`src/rtl/roberts_mdc_stream_source.sv`:
```
// Roberts MDC stream source: frames accelerator words into an
// HWPE-Stream source through a 2-entry elastic buffer.
module roberts_mdc_stream_source #(
    parameter int DATA_WIDTH = 32,
    parameter int CNT_WIDTH  = 16
) (
    input  logic                    clk_i,
    input  logic                    rst_ni,
    input  logic                    clear_i,
    input  logic                    start_i,
    input  logic [CNT_WIDTH-1:0]    len_i,
    input  logic [DATA_WIDTH-1:0]   in_data_i,
    input  logic                    in_valid_i,
    output logic                    in_ready_o,
    output logic [DATA_WIDTH-1:0]   out_data_o,
    output logic [DATA_WIDTH/8-1:0] out_strb_o,
    output logic                    out_valid_o,
    input  logic                    out_ready_i,
    output logic                    busy_o,
    output logic                    done_o,
    output logic [CNT_WIDTH-1:0]    cnt_o
);

    typedef enum logic [1:0] {
        IDLE,
        RUN,
        DONE
    } state_e;

    localparam logic [CNT_WIDTH-1:0] CNT_ONE = CNT_WIDTH'(1);

    state_e                  state_q, state_d;
    logic [CNT_WIDTH-1:0]    len_q, len_d;
    logic [CNT_WIDTH-1:0]    acc_q, acc_d;
    logic [CNT_WIDTH-1:0]    cnt_q, cnt_d;
    logic [DATA_WIDTH-1:0]   buf_q [2];
    logic [DATA_WIDTH-1:0]   buf_d [2];
    logic                    wptr_q, wptr_d;
    logic                    rptr_q, rptr_d;
    logic [1:0]              occ_q, occ_d;
    logic                    push, pop;

    // Handshakes and stream outputs, all derived from registered state
    always_comb begin
        in_ready_o  = (state_q == RUN) && (occ_q != 2'd2) && (acc_q < len_q);
        out_valid_o = (state_q == RUN) && (occ_q != 2'd0);
        out_data_o  = out_valid_o ? buf_q[rptr_q] : '0;
        out_strb_o  = out_valid_o ? '1 : '0;
        busy_o      = (state_q == RUN);
        done_o      = (state_q == DONE);
        cnt_o       = cnt_q;
        push        = in_valid_i && in_ready_o;
        pop         = out_valid_o && out_ready_i;
    end

    // Next-state logic for framing FSM, counters and elastic buffer
    always_comb begin
        state_d = state_q;
        len_d   = len_q;
        acc_d   = acc_q;
        cnt_d   = cnt_q;
        buf_d   = buf_q;
        wptr_d  = wptr_q;
        rptr_d  = rptr_q;
        occ_d   = occ_q;
        case (state_q)
            IDLE: begin
                if (start_i) begin
                    len_d   = len_i;
                    acc_d   = '0;
                    cnt_d   = '0;
                    wptr_d  = 1'b0;
                    rptr_d  = 1'b0;
                    occ_d   = 2'd0;
                    state_d = (len_i != '0) ? RUN : DONE;
                end
            end
            RUN: begin
                if (push) begin
                    buf_d[wptr_q] = in_data_i;
                    wptr_d        = ~wptr_q;
                    acc_d         = acc_q + CNT_ONE;
                end
                if (pop) begin
                    rptr_d = ~rptr_q;
                    cnt_d  = cnt_q + CNT_ONE;
                    if (cnt_q + CNT_ONE == len_q) begin
                        state_d = DONE;
                    end
                end
                case ({push, pop})
                    2'b10:   occ_d = occ_q + 2'd1;
                    2'b01:   occ_d = occ_q - 2'd1;
                    default: occ_d = occ_q;
                endcase
            end
            DONE: begin
                state_d = IDLE;
            end
            default: begin
                state_d = IDLE;
            end
        endcase
    end

    // State registers with synchronous reset and soft clear
    always_ff @(posedge clk_i) begin
        if (!rst_ni || clear_i) begin
            state_q  <= IDLE;
            len_q    <= '0;
            acc_q    <= '0;
            cnt_q    <= '0;
            buf_q[0] <= '0;
            buf_q[1] <= '0;
            wptr_q   <= 1'b0;
            rptr_q   <= 1'b0;
            occ_q    <= 2'd0;
        end else begin
            state_q  <= state_d;
            len_q    <= len_d;
            acc_q    <= acc_d;
            cnt_q    <= cnt_d;
            buf_q    <= buf_d;
            wptr_q   <= wptr_d;
            rptr_q   <= rptr_d;
            occ_q    <= occ_d;
        end
    end

endmodule

```
`config.mk`:
```
export PLATFORM = sky130hd
export DESIGN_NAME = roberts_mdc_stream_source
export DESIGN_NICKNAME = d
export VERILOG_FILES = /design/src/rtl/roberts_mdc_stream_source.sv
export SDC_FILE = /design/constraint.sdc
export NUM_CORES = 1
export LEC_CHECK = 0
export ABC_CLOCK_PERIOD_IN_PS = 5250
export BUFFER_PORTS_ARGS = -buffer_cell sky130_fd_sc_hd__buf_2
export CAP_MARGIN = 20
export CORE_ASPECT_RATIO = 0.9
export CORE_MARGIN = 5
export CORE_UTILIZATION = 61
export DETAILED_ROUTE_END_ITERATION = 10
export PLACE_DENSITY = 0.88
export SLEW_MARGIN = 40
export SYNTH_ARGS = -nofsm -noshare
export SYNTH_HDL_FRONTEND = slang
export SYNTH_SLANG_ARGS = --single-unit
```
`constraint.sdc`:
```
create_clock -name clk_i -period 5.25 [get_ports clk_i]
set_input_delay 0.525 -clock clk_i [delete_from_list [all_inputs] [get_ports clk_i]]
set_output_delay 0.525 -clock clk_i [all_outputs]
set_load 0.005 [all_outputs]
```
==> run_results.csv, run 1 <==
group,metric,value,unit
grt,grtUsageTotal,26.9,%
sta,final-setup-viol-count,0,
floorplan,die_y,105,µm
setup_path,path_cells,"inv_1, ha_1, a21oi_1, o21ai_0, a2111o_1, a21oi_4, and2b_4, mux2i_1, nor2_1",
setup_path,r2r-start,"len_q[9]$_SDFFE_PP0P_",
detailed_routing,drt-pass1-iter-count,6,
floorplan,row_count,34,
sta,maxSlewHeadroom,45.6,%
synthesis,syn_avg_cell_area,8.24,µm²
synthesis,synth_seq_cells,118,
sta,hold_slack,0.354,ns
setup_path,critPathArrivalTime,3.76,ns
detailed_routing,routed.top_layer,"met4",
setup_path,end_kind,"register",
clocking,cts.hold.buffers_added,0,
detailed_routing,drtIter0Drc,431,
synthesis,yosysTopAreaCell,"dfxtp_1",
setup_path,slowest_stage,"and2b_4",
grt,grt_pass1_wl,26800,µm
pwr,max-vdd-ir-drop,0.000325,V
synthesis,ys_top_cells_by_count,"132 x nand2_1, 118 x dfxtp_1, 108 x nor2_1",
placement,place_hpwl,10900,µm
hold_path,worstHoldStart,"in_data_i[15]",
detailed_routing,drc,0,
detailed_routing,routed_wl,16500,µm
status,outcome,"finished clean",
pwr,leakagePower,2.69,nW
sta,fmax,289,MHz
cells_and_area,antenna_cells,0,
synthesis,yosysWarnings,0,
clocking,clock-sinks,118,
cells_and_area,layout.nets,897,
synthesis,syn-num-nets,818,
clocking,cts_root_buf,"clkbuf_16",
floorplan,start_util,62.9,%
synthesis,netlist.area_leader.share,38.4,%
detailed_routing,ant_nets,0,
synthesis,synth_edf_count,0,
hold_path,hold_path_class,"primary input to register",
synthesis,synth_top_flop_cell,"dfxtp_1",
setup_path,worstSetupPathType,"register to register",
sta,maxSlewViolCount,0,
floorplan,die_area,12200,µm²
synthesis,synth_area,6160,µm²
grt,antenna_found_initial,0,
clocking,cts_buffer_depth,2,
sta,finalCriticalPeriod,3.46,ns
setup_path,r2r_cells,9,
detailed_routing,wl_met3,1420,µm
setup_path,r2r_slack,1.79,ns
setup_path,r2r-end,"buf_q[34]$_SDFFE_PP0P_",
synthesis,synthTopCellsByArea,"dfxtp_1 38%, mux2i_1 11%, nand2_1 8.0%, nor2_1 6.6%, a21oi_1 4.0%",
sta,final.setup.tns,0,ns
clocking,ctsResizeCount,0,
detailed_routing,wl_met1,6640,µm
placement,dp_slack,1.77,ns
sta,finalCritPeriodShare,66.0,%
synthesis,synthMostInstantiatedCell,"nand2_1",
clocking,path_clk_slew,0.06,ns
clocking,cts_buffers,17,
setup_path,critPathLaunchType,"register",
sta,final-hold-violation-count,0,
hold_path,min_to,"buf_q[15]$_SDFFE_PP0P_",
placement,gp_congestion,0.881,
floorplan,die_w,116,µm
synthesis,async_flop_share,0,%
clocking,clk_latency,0.42,ns
setup_path,cp_max_fo,33,
grt,grt_pass1_vias,5636,
detailed_routing,dr_total_vias,5743,
sta,worst_pin_slew,0.817,ns
sta,rsz0062_at_grt,"false",
synthesis,ys_seq_area_share,38.4,%
clocking,cts_tree,"done",
floorplan,core_area,9780,µm²
synthesis,ys_types,56,
setup_path,slowest_delay,0.70,ns
detailed_routing,dr_wl_met2,8100,µm
cells_and_area,area_delta_synth_final,18.3,%
clocking,cts_setup_buffers,0,
grt,grt.overflow.total,0,
sta,worst_slack,1.79,ns
detailed_routing,wl_per_cell,17.1,µm
setup_path,worst_ep_required_time,5.54,ns
pwr,cellPowerDensity,316,nW/µm²
cells_and_area,drive_gt1_share,21.9,%
placement,port_buffers,109,
hold_path,min_path_cells,3,
synthesis,synthCells,747,
setup_path,path_buf_inv,1,
sta,fin_worst_skew,0.00808,ns
grt,grt_max_degree,40,
job,drv_cap,0,
pwr,p_total,0.00230,W
clocking,cts_max_level,4,
setup_path,crit_family,"compound AO/OA/AOI/OAI gates",
detailed_routing,post_drt_via_cell_ratio,5.95,
floorplan,io_pins,110,
through the flow:
step                      cells  cell area, µm²  util [%]
after CTS                   965            7270      74.3
final                       965            7280      74.4
after global routing        965            7280      74.4
after global placement      931            6590      67.3
after floorplan             747            6160         -
after detailed placement    933            6630      67.8
kinds of logic (layout without fill, tap and decap cells):
logic type,Yosys count,count (layout),share of synthesized area (%)
xor gates and xnor gates,34,34,4.84
adders and majority gates,17,17,3.46
buffers and inverters,71,163,5.94
AOI/OAI and AO/OA,122,122,13.5
DFF,118,118,38.4
and+or+nand+nor,318,318,23.0
muxes,67,67,10.9
power breakdown:
group / total (W) / switching [W] / internal (W)
Clock: 0.00127 / 0.000434 / 0.000833
Sequential: 0.000911 / 0.00000930 / 0.000902
Combinational: 0.000121 / 0.0000747 / 0.0000463
cell usage in the layout (no fill, tap or decap), types with 3 or more instances in the layout:
cell type / count
clkbuf_8: 3
o211ai_1: 3
a21oi_1: 49
nor3_1: 5
buf_2: 109
xnor2_1: 10
nand4_1: 12
a21oi_2: 21
nor2_1: 108
clkbuf_16: 17
inv_1: 17
dfxtp_1: 117
a311oi_1: 4
bufinv_16: 4
xor2_1: 24
nor4_1: 8
nand3_1: 14
nand2_1: 131
ha_1: 17
nor2b_1: 6
o21ai_0: 18
mux2i_1: 66
a31oi_1: 4
a211oi_1: 3
a211o_1: 3
and3_1: 8
and2_1: 7
flip-flops by register name (all words and copies together), names as in the netlist:
signal,cells
len_q,16
cnt_o,16
rptr_q,1
state_q,2
acc_q,16
buf_q,64
occ_q,2
wptr_q,1
final cells by class:
cell class                      count  area, µm²
Multi-Input combinational cell    558       3450
Fill cell                         653       2500
Sequential cell                   118       2370
Timing Repair Buffer              112        593
Clock buffer                       21        470
Clock inverter                     11        169
Tap cell                          126        158
Inverter                           19       71.3
tightest hold or removal path, cell delays in order:
cell and delay (ns):
buf_2 0.10, nand2_1 0.05, a21oi_1 0.05
per-layer routing:
| metal | vias to the layer above | track usage [%] |
|---|---|---|
| li1 | 2698 | - |
| met1 | 2710 | 32.5 |
| met2 | 276 | 45.1 |
| met3 | 59 | 8.71 |
| met4 | 0 | 9.28 |
| met5 | - | 0 |
worst max path at each step:
| stage | startpoint | end | slack [ns] | depth (start not counted) |
|---|---|---|---|---|
| 2_1_floorplan | len_q[3]$_SDFFE_PP0P_ | buf_q[35]$_SDFFE_PP0P_ | 2.88 | 11 |
| 4_1_cts | len_q[3]$_SDFFE_PP0P_ | buf_q[34]$_SDFFE_PP0P_ | 1.72 | 9 |
| 5_1_grt | len_q[9]$_SDFFE_PP0P_ | buf_q[35]$_SDFFE_PP0P_ | 1.66 | 9 |
| 3_5_place_dp | len_q[9]$_SDFFE_PP0P_ | buf_q[34]$_SDFFE_PP0P_ | 1.77 | 9 |
| 6_report | len_q[9]$_SDFFE_PP0P_ | buf_q[34]$_SDFFE_PP0P_ | 1.79 | 9 |
| 3_3_place_gp | len_q[9]$_SDFFE_PP0P_ | buf_q[21]$_SDFFE_PP0P_ | 1.63 | 9 |
Note: power is estimated with default switching activity, not from simulation.
==> run 2: changes to the inputs <==
--- a/config.mk
+++ b/config.mk
@@ -5,14 +5,14 @@
 export SDC_FILE = /design/constraint.sdc
 export NUM_CORES = 1
 export LEC_CHECK = 0
-export ABC_CLOCK_PERIOD_IN_PS = 5250
+export ABC_CLOCK_PERIOD_IN_PS = 3000
 export BUFFER_PORTS_ARGS = -buffer_cell sky130_fd_sc_hd__buf_2
 export CAP_MARGIN = 20
 export CORE_ASPECT_RATIO = 0.9
 export CORE_MARGIN = 5
-export CORE_UTILIZATION = 61
+export CORE_UTILIZATION = 51
 export DETAILED_ROUTE_END_ITERATION = 10
-export PLACE_DENSITY = 0.88
+export PLACE_DENSITY = 0.79
 export SLEW_MARGIN = 40
 export SYNTH_ARGS = -nofsm -noshare
 export SYNTH_HDL_FRONTEND = slang
==> constraint.sdc (replaced) <==
create_clock -name clk_i -period 3 [get_ports clk_i]
set_input_delay 0.3 -clock clk_i [delete_from_list [all_inputs] [get_ports clk_i]]
set_output_delay 0.3 -clock clk_i [all_outputs]
set_load 0.005 [all_outputs]
==> run 2 against run 1 <==
Effect of this change: cell count is 4.4% higher; critical path depth is 1 higher; register-to-register slack worse by 1.5 ns; critical path type unchanged; critical endpoint is now buf_q[52]$_SDFFE_PP0P_; largest power group unchanged.
==> run_results.csv, run 2 (synthesis results as in run 1) <==
group,metric,value,unit
status,outcome,"finished clean",
clocking,clk_latency,0.42,ns
clocking,ctsResizeCount,0,
pwr,intPower,0.00283,W
detailed_routing,drc,0,
setup_path,cp_max_fo,33,
clocking,cts_tree,"done",
floorplan,die_area,14400,µm²
sta,final-hold-violation-count,0,
pwr,max-vdd-ir-drop,0.000465,V
sta,fin_worst_skew,0.0147,ns
detailed_routing,post_drt_via_cell_ratio,5.39,
sta,finalCriticalPeriod,2.70,ns
clocking,cts.hold.buffers_added,0,
pwr,p_total,0.00374,W
detailed_routing,drt-pass1-iter-count,5,
pwr,pwr-share-seq,42.6,%
clocking,cts_buffers,17,
pwr,power_frac_comb,5.6,%
pwr,cellPowerDensity,513,nW/µm²
grt,grtUsageTotal,21.4,%
cells_and_area,layout_common_cells,"132 x nand2_1, 117 x dfxtp_1, 109 x buf_2, 108 x nor2_1, 66 x mux2i_1",
setup_path,worst_ep_required_time,3.27,ns
floorplan,die_y,114,µm
cells_and_area,largest_register_ffs,64,
detailed_routing,dr_total_vias,5431,
sta,maxSlewViolCount,0,
clocking,cts_max_level,4,
setup_path,end_kind,"register",
pwr,power.share.clock,51.8,%
sta,finalCritPeriodShare,90.1,%
clocking,cts_root_buf,"clkbuf_16",
floorplan,core_area,11900,µm²
sta,maxSlewHeadroom,51.8,%
placement,gp_congestion,0.899,
setup_path,critPathArrivalTime,2.97,ns
job,drv_cap,0,
hold_path,hold_path_class,"primary input to register",
sta,worst_pin_slew,0.723,ns
cells_and_area,final_common_cell,"nand2_1",
detailed_routing,drtIter0Drc,359,
clocking,cts_setup_buffers,0,
pwr,p_switching,0.000917,W
floorplan,die_w,126,µm
clocking,cts_buffer_depth,2,
sta,rsz0062_at_grt,"false",
setup_path,critPathLaunchType,"register",
detailed_routing,routed_wl,15200,µm
cells_and_area,area_delta_synth_final,18.5,%
grt,grt.overflow.total,0,
setup_path,worstSetupPathType,"register to register",
cells_and_area,drive_gt1_share,22.7,%
detailed_routing,ant_nets,0,
grt,grt_pass1_vias,5236,
clocking,clock-sinks,118,
grt,antenna_found_initial,0,
floorplan,io_pins,110,
grt,grt_max_degree,60,
detailed_routing,wl_per_cell,15.1,µm
grt,grt_pass1_wl,25700,µm
sta,final-setup-viol-count,0,
floorplan,row_count,38,
placement,port_buffers,109,
floorplan,start_util,51.6,%
setup_path,r2r_cells,10,
clocking,path_clk_slew,0.06,ns
placement,place_hpwl,10300,µm
cells_and_area,fillers,1037,
cells_and_area,layout.nets,905,
sta,fmax,370,MHz
sta,final.setup.tns,0,ns
pwr,sw_frac_of_total,24.5,%
cells_and_area,antenna_cells,0,
hold_path,min_path_cells,3,
pwr,leakagePower,2.68,nW
cells_and_area,top_register,"buf_q",
run 2: cell count changes in the layout (fill, tap and decap cells not counted), moves of 2 or more:
cell	delta
bufinv_16	-3
clkinv_4	+4
buf_4	+8
clkinvlp_4	+2
clkbuf_8	-2
run 2: per-layer routing:
layer / part of all wire (%) / GRT usage, %
met5: 0 / 0
met4: 0.75 / 5.15
met3: 6.4 / 5.08
met2: 46 / 35.1
met1: 47 / 28.8
run 2: path summary, 6_finish.rpt:
kind | from | endpoint | slack (ns)
worst min register to register | buf_q[15]$_SDFFE_PP0P_ | buf_q[15]$_SDFFE_PP0P_ | 0.46
worst max register to register | len_q[9]$_SDFFE_PP0P_ | buf_q[52]$_SDFFE_PP0P_ | 0.30
worst min-delay path | in_data_i[0] | buf_q[0]$_SDFFE_PP0P_ | 0.13
worst max-delay path | len_q[9]$_SDFFE_PP0P_ | buf_q[52]$_SDFFE_PP0P_ | 0.30
run 2: layout make-up:
cell class                      count  area (µm²)  share of cell area [%]
Inverter                           19        71.3                   0.978
Timing Repair Buffer              120         653                    8.95
Tap cell                          160         200                    2.74
Multi-Input combinational cell    558        3440                    47.2
Clock buffer                       18         439                    6.02
Sequential cell                   118        2360                    32.4
Clock inverter                     14         128                    1.75
run 2: critical path, stage by stage (launching register included):
cell and delay, ns:
dfxtp_1 0.41, inv_1 0.06, ha_1 0.31, a21oi_1 0.15, o21ai_0 0.13, a2111o_1 0.49
a21oi_2 0.23, and2b_2 0.20, buf_12 0.25, mux2i_1 0.26, nor2_1 0.07
run 2: power by group through the flow:
| stage | combinational [W] | clock [W] | sequential (W) |
|---|---|---|---|
| 5_1_grt | 0.000233 | 0.00204 | 0.00159 |
| 4_1_cts | 0.000209 | 0.00195 | 0.00159 |
| 3_3_place_gp | 0.000205 | 0 | 0.00163 |
| 6_report | 0.000211 | 0.00194 | 0.00159 |
| 3_5_place_dp | 0.000207 | 0 | 0.00163 |
| 2_1_floorplan | 0.000130 | 0 | 0.00162 |
run 2: stage by stage:
step / util, % / cell area, µm² / worst slack (ns) / hold slack [ns] / std cells
after floorplan: - / 6160 / 0.628 / 0.436 / 747
after detailed placement: 56.4 / 6730 / 0.345 / 0.446 / 975
final: 61.1 / 7300 / 0.297 / 0.129 / 1007
after global routing: 61.1 / 7300 / 0.0390 / 0.127 / 1007
after global placement: 56.4 / 6730 / 0.452 / 0.442 / 975
after CTS: 61.1 / 7300 / 0.267 / 0.125 / 1007
==> run 3: changes to the inputs <==
--- a/config.mk
+++ b/config.mk
@@ -5,6 +5,7 @@
 export SDC_FILE = /design/constraint.sdc
 export NUM_CORES = 1
 export LEC_CHECK = 0
+export ABC_AREA = 1
 export ABC_CLOCK_PERIOD_IN_PS = 3000
 export BUFFER_PORTS_ARGS = -buffer_cell sky130_fd_sc_hd__buf_2
 export CAP_MARGIN = 20
==> run 3 against run 2 <==
Effect of this change: register-to-register slack gained 0.24 ns; clock power increased by 16%; non-clock buffer count decreased by 2; sequential share of layout area fell by 1.4 points; fmax up 9.7%; total power rose by 11%; hold slack lost 0.018 ns; design area rose by 4.4%; sequential power barely moved; critical path depth increased by 3; critical endpoint is now buf_q[36]$_SDFFE_PP0P_; largest power group unchanged.
==> run_results.csv, run 3 <==
group,metric,value,unit
status,outcome,"finished clean",
detailed_routing,drt-pass1-iter-count,5,
cells_and_area,top_register,"buf_q",
sta,fmax,406,MHz
sta,worst_pin_slew,0.757,ns
setup_path,slowest_delay,0.59,ns
hold_path,hold_path_class,"primary input to register",
clocking,cts_tree,"done",
synthesis,yosysWarnings,0,
cells_and_area,fin_util,62.8,%
clocking,cts_buffer_depth,2,
pwr,max-vdd-ir-drop,0.000468,V
synthesis,synth_edf_count,0,
synthesis,synthCells,970,
cells_and_area,fillers,1116,
floorplan,die_y,116,µm
setup_path,cp_max_fo,65,
clocking,cts_buffers,17,
setup_path,critPathLaunchType,"register",
sta,maxSlewViolCount,0,
cells_and_area,stdcell_count,1237,
cells_and_area,layout.nets,1135,
grt,grt.overflow.total,0,
detailed_routing,routed_wl,16200,µm
grt,grt_pass1_wl,26600,µm
synthesis,async_flop_share,0,%
synthesis,ys_top_cells_by_count,"179 x nand2_1, 173 x nor2_1, 118 x a21oi_1, 118 x dfxtp_1, 118 x inv_1",
cells_and_area,drive_gt1_share,17.4,%
synthesis,synth_top_flop_cell,"dfxtp_1",
synthesis,netlist.area_leader.share,37.2,%
setup_path,crit_family,"simple AND/OR/NAND/NOR gates",
detailed_routing,dr_total_vias,6414,
placement,gp_congestion,0.960,
cells_and_area,area_delta_synth_final,20.0,%
detailed_routing,drc,0,
cells_and_area,layout_common_cells,"179 x nand2_1, 172 x nor2_1, 118 x inv_1, 118 x a21oi_1, 117 x dfxtp_1",
floorplan,core_area,12100,µm²
detailed_routing,drtIter0Drc,617,
sta,maxSlewHeadroom,49.5,%
synthesis,synth_seq_cells,118,
floorplan,io_pins,110,
cells_and_area,multiInputGateArea,3310,µm²
synthesis,ys_seq_area_share,37.2,%
synthesis,synthTopCellsByArea,"dfxtp_1 37%, nand2_1 11%, nor2_1 10%, a21oi_1 9.3%, inv_1 7.0%",
synthesis,yosysTopAreaCell,"dfxtp_1",
setup_path,path_cells,"inv_1, ha_1, nand2_1, inv_1, nand3_1, a21oi_1, nor2_4, nand3_4, or2_2, buf_4, nand2_1, nand2_1, nor2_1",
synthesis,synthMostInstantiatedCell,"nand2_1",
grt,antenna_found_initial,0,
sta,finalCritPeriodShare,82.2,%
synthesis,synth_area,6350,µm²
clocking,cts_root_buf,"clkbuf_16",
clocking,clk_latency,0.43,ns
cells_and_area,seq_area,2360,µm²
floorplan,die_area,14800,µm²
sta,finalCriticalPeriod,2.46,ns
clocking,cts_max_level,4,
detailed_routing,wl_per_cell,13.1,µm
clocking,ctsResizeCount,0,
floorplan,start_util,52.4,%
placement,place_inst,1205,
sta,fin_worst_skew,0.00718,ns
sta,rsz0062_at_grt,"false",
sta,final-setup-viol-count,0,
synthesis,syn-num-nets,1041,
pwr,leakagePower,3.35,nW
sta,final-hold-violation-count,0,
placement,place_hpwl,11300,µm
synthesis,syn_avg_cell_area,6.55,µm²
sta,hold_slack,0.111,ns
grt,grtUsageTotal,22.2,%
detailed_routing,post_drt_via_cell_ratio,5.19,
setup_path,r2r_slack,0.54,ns
floorplan,die_w,128,µm
grt,grt_pass1_vias,5801,
grt,grt_max_degree,86,
clocking,cts.hold.buffers_added,0,
setup_path,end_kind,"register",
pwr,cellPowerDensity,547,nW/µm²
setup_path,critPathArrivalTime,2.78,ns
clocking,clock-sinks,118,
setup_path,worst_ep_required_time,3.31,ns
floorplan,row_count,38,
setup_path,crit_path_frequent_cell,"nand2_1",
pwr,p_total,0.00416,W
synthesis,ys_types,38,
setup_path,path_buf_inv,3,
cells_and_area,antenna_cells,0,
job,drv_cap,0,
clocking,path_clk_slew,0.06,ns
detailed_routing,ant_nets,0,
placement,port_buffers,109,
cells_and_area,final_common_cell,"nand2_1",
clocking,cts_setup_buffers,0,
cells_and_area,largest_register_ffs,64,
setup_path,worstSetupPathType,"register to register",
setup_path,slowest_stage,"buf_4",
sta,final.setup.tns,0,ns
-- run 3: cell types whose count changed in the layout (fill, tap and decap cells not counted), moves of 21 or more --
cell	previous run	this run
mux2i_1	66	0
nand2_1	132	179
o21ai_0	18	57
inv_1	17	118
nand2_2	0	21
a21oi_1	49	118
nand3_1	14	47
a21oi_2	22	0
nor2_1	108	172
-- run 3: per-layer routing --
metal	GRT usage [%]	wire length, µm
met5	0	0
met4	11.7	623
met3	5.25	983
met2	34.7	7180
met1	28.7	7420
-- run 3: path summary, 6_finish.rpt --
kind	startpoint	endpoint	cells past startpoint
max	len_q[15]$_SDFFE_PP0P_	buf_q[36]$_SDFFE_PP0P_	13
min	in_data_i[8]	buf_q[40]$_SDFFE_PP0P_	3
max reg2reg	len_q[15]$_SDFFE_PP0P_	buf_q[36]$_SDFFE_PP0P_	13
min reg2reg	buf_q[17]$_SDFFE_PP0P_	buf_q[17]$_SDFFE_PP0P_	2
-- run 3: final cells by class --
cell class,count,share of cell area (%)
clock buffers,19,5.95
flip-flops and latches,118,31.0
clock inverters,13,2.66
repair buffers,118,8.21
inverters,124,6.11
multi-input cells,685,43.4
well taps,160,2.63
-- run 3: power breakdown --
part / switching [W] / total [W] / internal [W]
combinational: 0.000199 / 0.000300 / 0.000102
clock: 0.000748 / 0.00226 / 0.00151
sequential: 0.0000150 / 0.00161 / 0.00159
-- run 3: kinds of logic (layout without fill, tap and decap cells) --
| group | count (synthesis) | count (layout) | share of synthesized area, % |
|---|---|---|---|
| AOI/OAI and AO/OA | 186 | 186 | 15.0 |
| xor gates and xnor gates | 10 | 10 | 1.38 |
| adders and majority gates | 17 | 17 | 3.35 |
| buffers and inverters | 167 | 274 | 10.8 |
| DFF | 118 | 118 | 37.2 |
| and+or+nand+nor | 472 | 472 | 32.2 |
-- run 3: worst register-to-register path: cells and delay by family (launching register included) --
kind	cells	cell delay (ns)
AO/OA/AOI/OAI	1	0.23
AND/OR/NAND/NOR	8	0.77
buffers and inverters	3	0.72
adder cells (fa/ha/maj)	1	0.29
flip-flops	1	0.34
-- run 3: stage by stage --
| step | instance area (µm²) | setup slack (ns) |
|---|---|---|
| final | 7620 | 0.535 |
| after global routing | 7620 | 0.316 |
| after CTS | 7620 | 0.529 |
| after detailed placement | 6960 | 0.569 |
| after global placement | 6960 | 0.641 |
| after floorplan | 6350 | 0.981 |
